$ cat src/rtl/data_mem_ctrl.sv
// Data-side load/store controller: turns one start pulse into one handshaked memory
// transaction, handles sub-word alignment and extension, and flags misaligned accesses.
module data_mem_ctrl #(
  parameter int XLEN = 64
) (
  input  logic            clk,
  input  logic            arstn,
  input  logic            i_start,
  input  logic            i_store,
  input  logic [2:0]      i_func_3,
  input  logic [XLEN-1:0] i_addr,
  input  logic [XLEN-1:0] i_wdata,
  output logic            o_stall,
  output logic            o_load_ma,
  output logic            o_store_ma,
  output logic [XLEN-1:0] o_rdata,
  output logic            o_mem_req,
  output logic            o_mem_we,
  output logic [XLEN-1:0] o_mem_addr,
  output logic [XLEN-1:0] o_mem_wdata,
  output logic [7:0]      o_mem_wstrb,
  input  logic            i_mem_ack,
  input  logic [XLEN-1:0] i_mem_rdata
);

  typedef enum logic [1:0] {S_IDLE, S_REQ, S_DONE} state_t;

  state_t          r_state;
  logic [2:0]      r_off;
  logic [1:0]      r_size;
  logic            r_uns;
  logic            r_load_ma, r_store_ma;
  logic            r_mem_req, r_mem_we;
  logic [XLEN-1:0] r_mem_addr, r_mem_wdata, r_rdata;
  logic [7:0]      r_mem_wstrb;

  logic            w_ma, w_accept, w_reject, w_sx;
  logic [7:0]      w_wstrb;
  logic [XLEN-1:0] w_wdata, w_shifted, w_ext;

  always_comb begin
    w_ma    = 1'b0;
    w_wstrb = 8'h01;
    case (i_func_3[1:0])
      2'b01:   begin w_ma = i_addr[0];      w_wstrb = 8'h03; end
      2'b10:   begin w_ma = |i_addr[1:0];   w_wstrb = 8'h0F; end
      2'b11:   begin w_ma = |i_addr[2:0];   w_wstrb = 8'hFF; end
      default: begin w_ma = 1'b0;           w_wstrb = 8'h01; end
    endcase
    w_wstrb = w_wstrb << i_addr[2:0];
  end

  assign w_wdata  = i_wdata << {i_addr[2:0], 3'b000};
  assign w_accept = (r_state == S_IDLE) && i_start && !w_ma;
  assign w_reject = (r_state == S_IDLE) && i_start && w_ma;

  // Load path: bring the addressed byte lane down to bit 0, then extend by size.
  assign w_shifted = i_mem_rdata >> {r_off, 3'b000};

  always_comb begin
    w_sx  = 1'b0;
    w_ext = w_shifted;
    case (r_size)
      2'b00: begin
        w_sx  = !r_uns && w_shifted[7];
        w_ext = {{(XLEN-8){w_sx}}, w_shifted[7:0]};
      end
      2'b01: begin
        w_sx  = !r_uns && w_shifted[15];
        w_ext = {{(XLEN-16){w_sx}}, w_shifted[15:0]};
      end
      2'b10: begin
        w_sx  = !r_uns && w_shifted[31];
        w_ext = {{(XLEN-32){w_sx}}, w_shifted[31:0]};
      end
      default: begin
        w_sx  = 1'b0;
        w_ext = w_shifted;
      end
    endcase
  end

  always_ff @(posedge clk or negedge arstn) begin
    if (!arstn) begin
      r_state     <= S_IDLE;
      r_off       <= '0;
      r_size      <= '0;
      r_uns       <= 1'b0;
      r_load_ma   <= 1'b0;
      r_store_ma  <= 1'b0;
      r_mem_req   <= 1'b0;
      r_mem_we    <= 1'b0;
      r_mem_addr  <= '0;
      r_mem_wdata <= '0;
      r_mem_wstrb <= '0;
      r_rdata     <= '0;
    end else begin
      case (r_state)
        S_IDLE: begin
          if (w_reject) begin
            r_load_ma  <= r_load_ma  | !i_store;
            r_store_ma <= r_store_ma |  i_store;
          end else if (w_accept) begin
            r_off       <= i_addr[2:0];
            r_size      <= i_func_3[1:0];
            r_uns       <= i_func_3[2];
            r_load_ma   <= 1'b0;
            r_store_ma  <= 1'b0;
            r_mem_req   <= 1'b1;
            r_mem_we    <= i_store;
            r_mem_addr  <= {i_addr[XLEN-1:3], 3'b000};
            r_mem_wdata <= w_wdata;
            r_mem_wstrb <= i_store ? w_wstrb : 8'h00;
            r_state     <= S_REQ;
          end
        end
        S_REQ: begin
          if (i_mem_ack) begin
            if (!r_mem_we) r_rdata <= w_ext;
            r_mem_req <= 1'b0;
            r_mem_we  <= 1'b0;
            r_state   <= S_DONE;
          end
        end
        S_DONE: begin
          // Wait for the control FSM to drop start so one request never issues twice.
          if (!i_start) r_state <= S_IDLE;
        end
        default: r_state <= S_IDLE;
      endcase
    end
  end

  assign o_stall     = w_accept || (r_state == S_REQ);
  assign o_load_ma   = r_load_ma  || (w_reject && !i_store);
  assign o_store_ma  = r_store_ma || (w_reject &&  i_store);
  assign o_rdata     = r_rdata;
  assign o_mem_req   = r_mem_req;
  assign o_mem_we    = r_mem_we;
  assign o_mem_addr  = r_mem_addr;
  assign o_mem_wdata = r_mem_wdata;
  assign o_mem_wstrb = r_mem_wstrb;

endmodule

$ cat config.mk
export PLATFORM = sky130hd
export DESIGN_NAME = data_mem_ctrl
export DESIGN_NICKNAME = d
export VERILOG_FILES = /design/src/rtl/data_mem_ctrl.sv
export SDC_FILE = /design/constraint.sdc
export NUM_CORES = 1
export LEC_CHECK = 0
export BUFFER_PORTS_ARGS = -buffer_cell sky130_fd_sc_hd__buf_2
export CORE_MARGIN = 4
export CORE_UTILIZATION = 46
export DETAILED_ROUTE_END_ITERATION = 8
export PLACE_DENSITY = 0.85
export SYNTH_ARGS = -nofsm -noshare
export SYNTH_HDL_FRONTEND = slang
export SYNTH_SLANG_ARGS = --single-unit
$ cat constraint.sdc
create_clock -name clk -period 1.8 [get_ports clk]
set_input_delay 0.27 -clock clk [delete_from_list [all_inputs] [get_ports clk]]
set_output_delay 0.27 -clock clk [all_outputs]
set_load 0.1 [all_outputs]
Yosys cells after proc, flatten, opt, wreduce, memory -nomap -nowiden
Cells that the tools add are included.

word-level totals
  input port bits = 200
  bits in registers = 209
  logic and storage cells = 74
  output and inout bits = 205

operators by class
  mux-type cells = 19
  reductions and logical operators = 25
  shift-type cells = 3
  equal/unequal tests = 11
  bitwise operators = 4

operators with widths
  operator                                                                number
  64-bit one-hot mux with 3 select lines                                  1
  64-bit by 6-bit << shifter with 64-bit output                           1
  64-bit by 6-bit >> shifter with 64-bit output                           1
  8-bit one-hot mux with 3 select lines                                   1
  2-bit equality test (second input constant)                             4
  1-bit logical AND                                                       8
  1-bit two-way mux                                                       8
  2-bit two-way mux                                                       4
  8-bit two-way mux                                                       1
  2-bit inequality test (second input constant)                           4
  4-bit AND reduction                                                     2
  8-bit by 3-bit << shifter with 8-bit output                             1
  2-bit by 1-bit equality test with 1-bit output (second input constant)  3
  2-bit one-hot mux with 3 select lines                                   1
  3-bit AND reduction                                                     2
  2-bit zero test                                                         2
  1-bit one-hot mux with 2 select lines                                   2
  2-bit nonzero test                                                      2
  1-bit zero test                                                         3
  1-bit logical OR                                                        3
  1-bit one-hot mux with 3 select lines                                   1
  3-bit OR reduction                                                      1
  1-bit inverter                                                          2
  1-bit bitwise OR                                                        2
  other kinds (2)                                                         2

Logic depth before layout (Yosys ltp)
  depth in word-level cells = 7
  mapped depth = 9
  depth with buffers taken out = 5

Least setup slack after synthesis
No wires, ideal clock.

  path kind = input to output
  start = input i_addr[1]
  end = output o_stall
  path slack = -0.452 ns
  required time = 1.530 ns
  cell stages on the path = 8
  path buffers = 4
  arrival time = 1.982 ns
  cells stage by stage = clkbuf_1 -> o21ai_1 -> a21boi_2 -> nand3_1 -> buf_2 -> buf_2 -> buf_2 -> nand2_1

on the way
  word-level cells in the longest chain between the ends = 5
  elaborated cells on any way between the ends = 6
  those cells by class = 1 x mux; 5 x reduce/logical

RTL lines
  item                                                             RTL line  RTL
  from (decl)                                                      11        input logic [XLEN-1:0] i_addr,
  3-bit OR reduction / 2-bit OR reduction (equally long branches)  47, 46
  1-bit one-hot mux with 3 select lines (*)                        44        case (i_func_3[1:0])
  1-bit zero test (*)                                              54        assign w_accept = (r_state == S_IDLE) && i_start && !w_ma;
  1-bit logical AND (*)                                            54
  1-bit logical OR (*)                                             134       assign o_stall = w_accept || (r_state == S_REQ);
  to (decl)                                                        13        output logic o_stall,

Mark *: on every way between the ends. The rest lies on a longest branch, timed or not.

Worst setup path in the final report
  start = register r_off[0]
  end = register r_rdata[40] (netlist: o_rdata[40])

on the way
  word-level cells in the longest chain between the ends = 3
  elaborated cells on any way between the ends = 5
  those cells by class = 1 x shift; 1 x mux; 3 x reduce/logical

RTL lines
  item                                               RTL line    RTL
  from (decl)                                        29          logic [2:0] r_off;
  from (signal assigned)                             104         r_off <= i_addr[2:0];
  64-bit by 6-bit >> shifter with 64-bit output (*)  58          assign w_shifted = i_mem_rdata >> {r_off, 3'b000};
  1-bit logical AND (on tied branches)               73, 65, 69
  64-bit one-hot mux with 3 select lines (*)         63          case (r_size)
  to (signal assigned)                               119         if (!r_mem_we) r_rdata <= w_ext;
  to (decl)                                          34          logic [XLEN-1:0] r_mem_addr, r_mem_wdata, r_rdata;

Marked as above.
A chain may end at the register's enable or synchronous reset.

==> report_table.html <==
<table>
<tr><th>Metric</th><th>Value</th></tr>
<tr><th colspan="2">Global routing</th></tr>
<tr><td>Vias in the first global route</td><td>12600</td></tr>
<tr><td>Congestion Overflow GR</td><td>0</td></tr>
<tr><td>Wire length of the first global-routing pass</td><td>72.3 mm</td></tr>
<tr><td>Met3 track demand over resource in global routing</td><td>6.12%</td></tr>
<tr><td>Overall fraction of global-route tracks in use</td><td>32.9%</td></tr>
<tr><td>Met1 Usage GRT</td><td>39.1%</td></tr>
<tr><td>Number of antenna violations at the first check in global routing</td><td>5</td></tr>
<tr><td>Maximum number of pins on one net before global-route repair</td><td>119</td></tr>
<tr><td>Met2 usage</td><td>approximately 56%</td></tr>
<tr><td>Busiest metal layer after global routing</td><td>met2</td></tr>
<tr><th colspan="2">Final layout</th></tr>
<tr><td>Count of fill cells added during filler insertion</td><td>1835</td></tr>
<tr><td>Net count, final</td><td>1981</td></tr>
<tr><td>Final cell count without fillers</td><td>~2100</td></tr>
<tr><td>Share of cells above drive strength 1</td><td>40.3%</td></tr>
<tr><td>Signed area change from the synthesized netlist to the final layout</td><td>45.4%</td></tr>
<tr><th colspan="2">Worst setup path</th></tr>
<tr><td>Slack of the worst reg-to-reg path</td><td>-230 ps</td></tr>
<tr><td>End of the worst register-to-register path</td><td>o_rdata[40]</td></tr>
<tr><td>R2R depth</td><td>8</td></tr>
<tr><td>CP Max Fanout</td><td>7</td></tr>
<tr><td>Arr. time, crit path</td><td>roughly 2400 ps</td></tr>
<tr><td>Kind of critical path</td><td>flop to flop</td></tr>
<tr><td>Highest-delay cell along the critical path</td><td>sky130_fd_sc_hd__dfrtp_2</td></tr>
<tr><td>CP startpoint</td><td>r_off[0]</td></tr>
<tr><td>Critical path launch point type</td><td>flop</td></tr>
<tr><td>Critical path required time</td><td>2190 ps</td></tr>
<tr><td>CP cell instances</td><td>buf_4 -&gt; mux2_4 -&gt; a2bb2oi_2 -&gt; and4_4 -&gt; a311oi_4 -&gt; buf_6 -&gt; buf_12 -&gt; a31oi_4</td></tr>
<tr><td>Worst path max stage delay</td><td>430 ps</td></tr>
<tr><td>Capture point of the worst path</td><td>o_rdata[40]</td></tr>
<tr><td>Launch instance of the worst register-to-register path</td><td>r_off[0]</td></tr>
<tr><td>Category of the worst setup path capture point</td><td>flop</td></tr>
<tr><th colspan="2">Clock network</th></tr>
<tr><td>Number of clock sinks seen by CTS</td><td>around 210</td></tr>
<tr><td>Maximum level of the CTS H-tree</td><td>1</td></tr>
<tr><td>Root cell of the clock tree</td><td>sky130_fd_sc_hd__clkbuf_16</td></tr>
<tr><td>CTS buffer count</td><td>25</td></tr>
<tr><td>CTS tree</td><td>done</td></tr>
<tr><td>Clock latency on the worst-skew pair</td><td>530 ps</td></tr>
<tr><td>Maximum clock path buffer count</td><td>3</td></tr>
<tr><td>Clock transition at the register clock pins on the worst setup and hold paths after CTS</td><td>60 ps</td></tr>
<tr><th colspan="2">Yosys</th></tr>
<tr><td>Top cell types by occurrence after synthesis</td><td>326 x sky130_fd_sc_hd__nand2_1, 209 x sky130_fd_sc_hd__dfrtp_1, 111 x sky130_fd_sc_hd__nor2_1</td></tr>
<tr><td>Top post-synthesis cells by area</td><td>sky130_fd_sc_hd__dfrtp_1 45%, sky130_fd_sc_hd__nand2_1 11%, sky130_fd_sc_hd__mux2i_1 5.9%</td></tr>
<tr><td>EDFF count, synth</td><td>0</td></tr>
<tr><td>Number of warnings issued by yosys</td><td>0</td></tr>
<tr><td>Dominant cell by count in the synthesized netlist</td><td>sky130_fd_sc_hd__nand2_1</td></tr>
<tr><td>Async set or reset register ratio after synthesis</td><td>100%</td></tr>
<tr><td>Post-synthesis cell count</td><td>1240</td></tr>
<tr><td>Synthesized area per cell</td><td>9.29 um^2</td></tr>
<tr><td>Library cell with the largest summed area after synthesis</td><td>sky130_fd_sc_hd__dfrtp_1</td></tr>
<tr><td>Distinct cell type count after synthesis</td><td>57</td></tr>
<tr><td>Yosys top cell area share</td><td>45.4%</td></tr>
<tr><td>Post-synthesis cell area</td><td>11500 um^2</td></tr>
<tr><td>Sequential fraction of the synthesis area</td><td>45.4%</td></tr>
<tr><td>Synth Flop Type</td><td>sky130_fd_sc_hd__dfrtp_1</td></tr>
<tr><td>Register bit count reported by yosys</td><td>209</td></tr>
<tr><th colspan="2">Routing</th></tr>
<tr><td>Via count</td><td>approximately 12000</td></tr>
<tr><td>WL final</td><td>48.2 mm</td></tr>
<tr><td>Starting DRT DRC Count</td><td>1350</td></tr>
<tr><td>Detailed-route vias per instance</td><td>5.87</td></tr>
<tr><td>DRC</td><td>0</td></tr>
<tr><td>Post-route ant nets</td><td>0</td></tr>
<tr><td>First-pass DRT Iterations</td><td>8</td></tr>
<tr><td>Per-cell routed wire length</td><td>22.7 um</td></tr>
<tr><th colspan="2">Placed design</th></tr>
<tr><td>DP Worst Slack</td><td>-200 ps</td></tr>
<tr><td>Weighted congestion reported at the end of routability-driven placement</td><td>0.972</td></tr>
<tr><td>Total placed cells including tap cells</td><td>1993</td></tr>
<tr><td>IO buf count</td><td>401</td></tr>
<tr><td>DPL Wire Length</td><td>~33 mm</td></tr>
<tr><th colspan="2">Floorplan</th></tr>
<tr><td>Core outline area</td><td>24500 um^2</td></tr>
<tr><td>Top Ports</td><td>405</td></tr>
<tr><td>Width of the die</td><td>approximately 170 um</td></tr>
<tr><td>Height of the die</td><td>166 um</td></tr>
<tr><td>Number of rows in the core area</td><td>57</td></tr>
<tr><td>Die outline area</td><td>27700 um^2</td></tr>
<tr><td>Starting density of the core</td><td>47.1%</td></tr>
<tr><th colspan="2">Power</th></tr>
<tr><td>Sw Share</td><td>60.2%</td></tr>
<tr><td>Share of power burned in the clock network</td><td>13.1%</td></tr>
<tr><td>Sequential share of power</td><td>21.2%</td></tr>
<tr><td>P_int</td><td>14.7 mW</td></tr>
<tr><td>Highest ir drop seen on vdd</td><td>0.00259 V</td></tr>
<tr><td>Total leakage power</td><td>8.08 nW</td></tr>
<tr><td>Total net switching power</td><td>roughly 22 mW</td></tr>
<tr><td>Power density relative to cell area</td><td>2200 nW/um^2</td></tr>
<tr><td>Part of the total power dissipated in combinational logic</td><td>65.7%</td></tr>
<tr><th colspan="2">Timing</th></tr>
<tr><td>Achievable clock frequency</td><td>0.493 GHz</td></tr>
<tr><td>Relative slew slack</td><td>60.2%</td></tr>
<tr><td>Actual slew at the worst max-slew pin</td><td>590 ps</td></tr>
<tr><td>Unrepaired setup endpoints after global routing</td><td>true</td></tr>
<tr><td>Max Clock Skew</td><td>10.9 ps</td></tr>
<tr><td>Setup violations, final</td><td>56</td></tr>
<tr><td>Final min period</td><td>between 2000 and 2500 ps</td></tr>
<tr><td>Ratio of final minimum period to clock period</td><td>113%</td></tr>
<tr><td>Max-slew violations</td><td>0</td></tr>
<tr><td>Number of hold-slack violations in the final timing report</td><td>0</td></tr>
<tr><td>Final worst setup slack</td><td>-227 ps</td></tr>
<tr><th colspan="2">Run</th></tr>
<tr><td>Number of maximum-capacitance violations</td><td>0</td></tr>
<tr><th colspan="2">Run status</th></tr>
<tr><td>Violated checks</td><td>setup timing</td></tr>
<tr><td>Result of the run</td><td>finished with violations</td></tr>
<tr><th colspan="2">Worst hold path</th></tr>
<tr><td>Class of the worst hold path</td><td>input pin to flop</td></tr>
</table>
[metal layers]
| layer | part of all wire, % | up-vias | wire length [um] |
|---|---|---|---|
| li1 | - | 5423 | - |
| met1 | 34 | 5914 | 16600 |
| met2 | 48 | 886 | 23400 |
| met3 | 9.5 | 225 | 4590 |
| met4 | 7.5 | 8 | 3620 |
| met5 | 0.11 | - | 52 |
[logic make-up after synthesis]
group,synth area share (%)
AO/OA/AOI/OAI,18.4
multiplexers,13.9
flip-flops,45.4
buffers and inverters,4.82
other,0.0325
AND/OR/NAND/NOR,17.5
[what timing repair did]
action,in CTS,in global routing
setup buffers,13,6
resized for setup,18,53
hold buffers,64,0
hold endpoints to repair,93,0
pin swaps,15,13
endpoints found under the setup margin,59,67
cloned,2,2
[metrics by stage]
step | hold WS (ps) | util, % | total power [mW] | instance area [um^2] | TNS, ps
CTS | 12.2 | 67.1 | 35.9 | 16400 | -7980
global placement | 230 | 60.3 | 30.0 | 14700 | -4050
floorplan | -25.6 | - | 25.2 | 11600 | -1550
finish | 33.3 | 68.5 | 36.9 | 16800 | -7270
detailed placement | 232 | 60.3 | 30.3 | 14700 | -6870
global route | 53.6 | 68.5 | 38.1 | 16800 | -9780
[worst min-delay path by stage]
stage                      to        from  depth (start not counted)  slack, ps
3_3_place_gp      o_rdata[20]       arstn                          1        230
6_report       o_mem_wdata[7]  i_wdata[7]                          3         30
4_1_cts        o_mem_wdata[7]  i_wdata[7]                          3         10
5_1_grt        o_mem_wdata[2]  i_wdata[2]                          3         50
3_5_place_dp      o_rdata[20]       arstn                          1        230
2_1_floorplan  o_mem_addr[10]       arstn                          0        -30
[layout make-up]
cell class	instances	area, um^2	area share, %
antenna	1	2.50	0.0149
clock buffer	34	709	4.23
clock inverter	9	70.1	0.418
inverter	4	15.0	0.0896
multi-input combinational	923	6090	36.3
sequential	209	5240	31.2
tap	324	405	2.42
timing repair buffer	618	4230	25.3
[power groups by stage]
| stage | registers [mW] | logic (mW) | clock network (mW) |
|---|---|---|---|
| floorplan | 20.1 | 5.09 | 0 |
| global placement | 7.72 | 22.2 | 0 |
| detailed placement | 7.78 | 22.5 | 0 |
| CTS | 7.70 | 23.3 | 4.90 |
| global route | 7.98 | 25.0 | 5.12 |
| finish | 7.81 | 24.2 | 4.85 |
[registers in the layout, indices dropped and copies added, names as in the netlist, 2 cells and up]
register,flops
o_mem_addr,61
r_off,3
o_mem_wdata,64
o_rdata,64
o_mem_wstrb,8
r_state,2
r_size,2
[placed cells by master, fill, tap and decap left out, types with 8 or more instances in the layout]
cell and instances:
sky130_fd_sc_hd__dfrtp_1 205, sky130_fd_sc_hd__clkbuf_16 27, sky130_fd_sc_hd__o21ai_0 62, sky130_fd_sc_hd__nand2_1 324
sky130_fd_sc_hd__dlygate4sd3_1 64, sky130_fd_sc_hd__and2_1 8, sky130_fd_sc_hd__a31oi_1 14, sky130_fd_sc_hd__buf_12 24
sky130_fd_sc_hd__buf_4 119, sky130_fd_sc_hd__a31oi_4 21, sky130_fd_sc_hd__o211ai_1 9, sky130_fd_sc_hd__mux2_2 31
sky130_fd_sc_hd__o22a_1 8, sky130_fd_sc_hd__a21oi_1 68, sky130_fd_sc_hd__o31ai_1 27, sky130_fd_sc_hd__a31oi_2 12
sky130_fd_sc_hd__mux4_2 22, sky130_fd_sc_hd__o21a_1 16, sky130_fd_sc_hd__buf_2 395, sky130_fd_sc_hd__a211o_1 14
sky130_fd_sc_hd__buf_6 11, sky130_fd_sc_hd__mux2i_1 63, sky130_fd_sc_hd__a211oi_1 12, sky130_fd_sc_hd__nor2_1 104
sky130_fd_sc_hd__nor2b_1 13
[critical path, delay by kind of cell, from the launching register on]
family                 cells  cell delay [ps]
DFF                        1              430
buffers and inverters      3              510
AOI/OAI and AO/OA          3              500
muxes                      1              290
and+or+nand+nor            1              170
(Power assumes the default switching activity.)
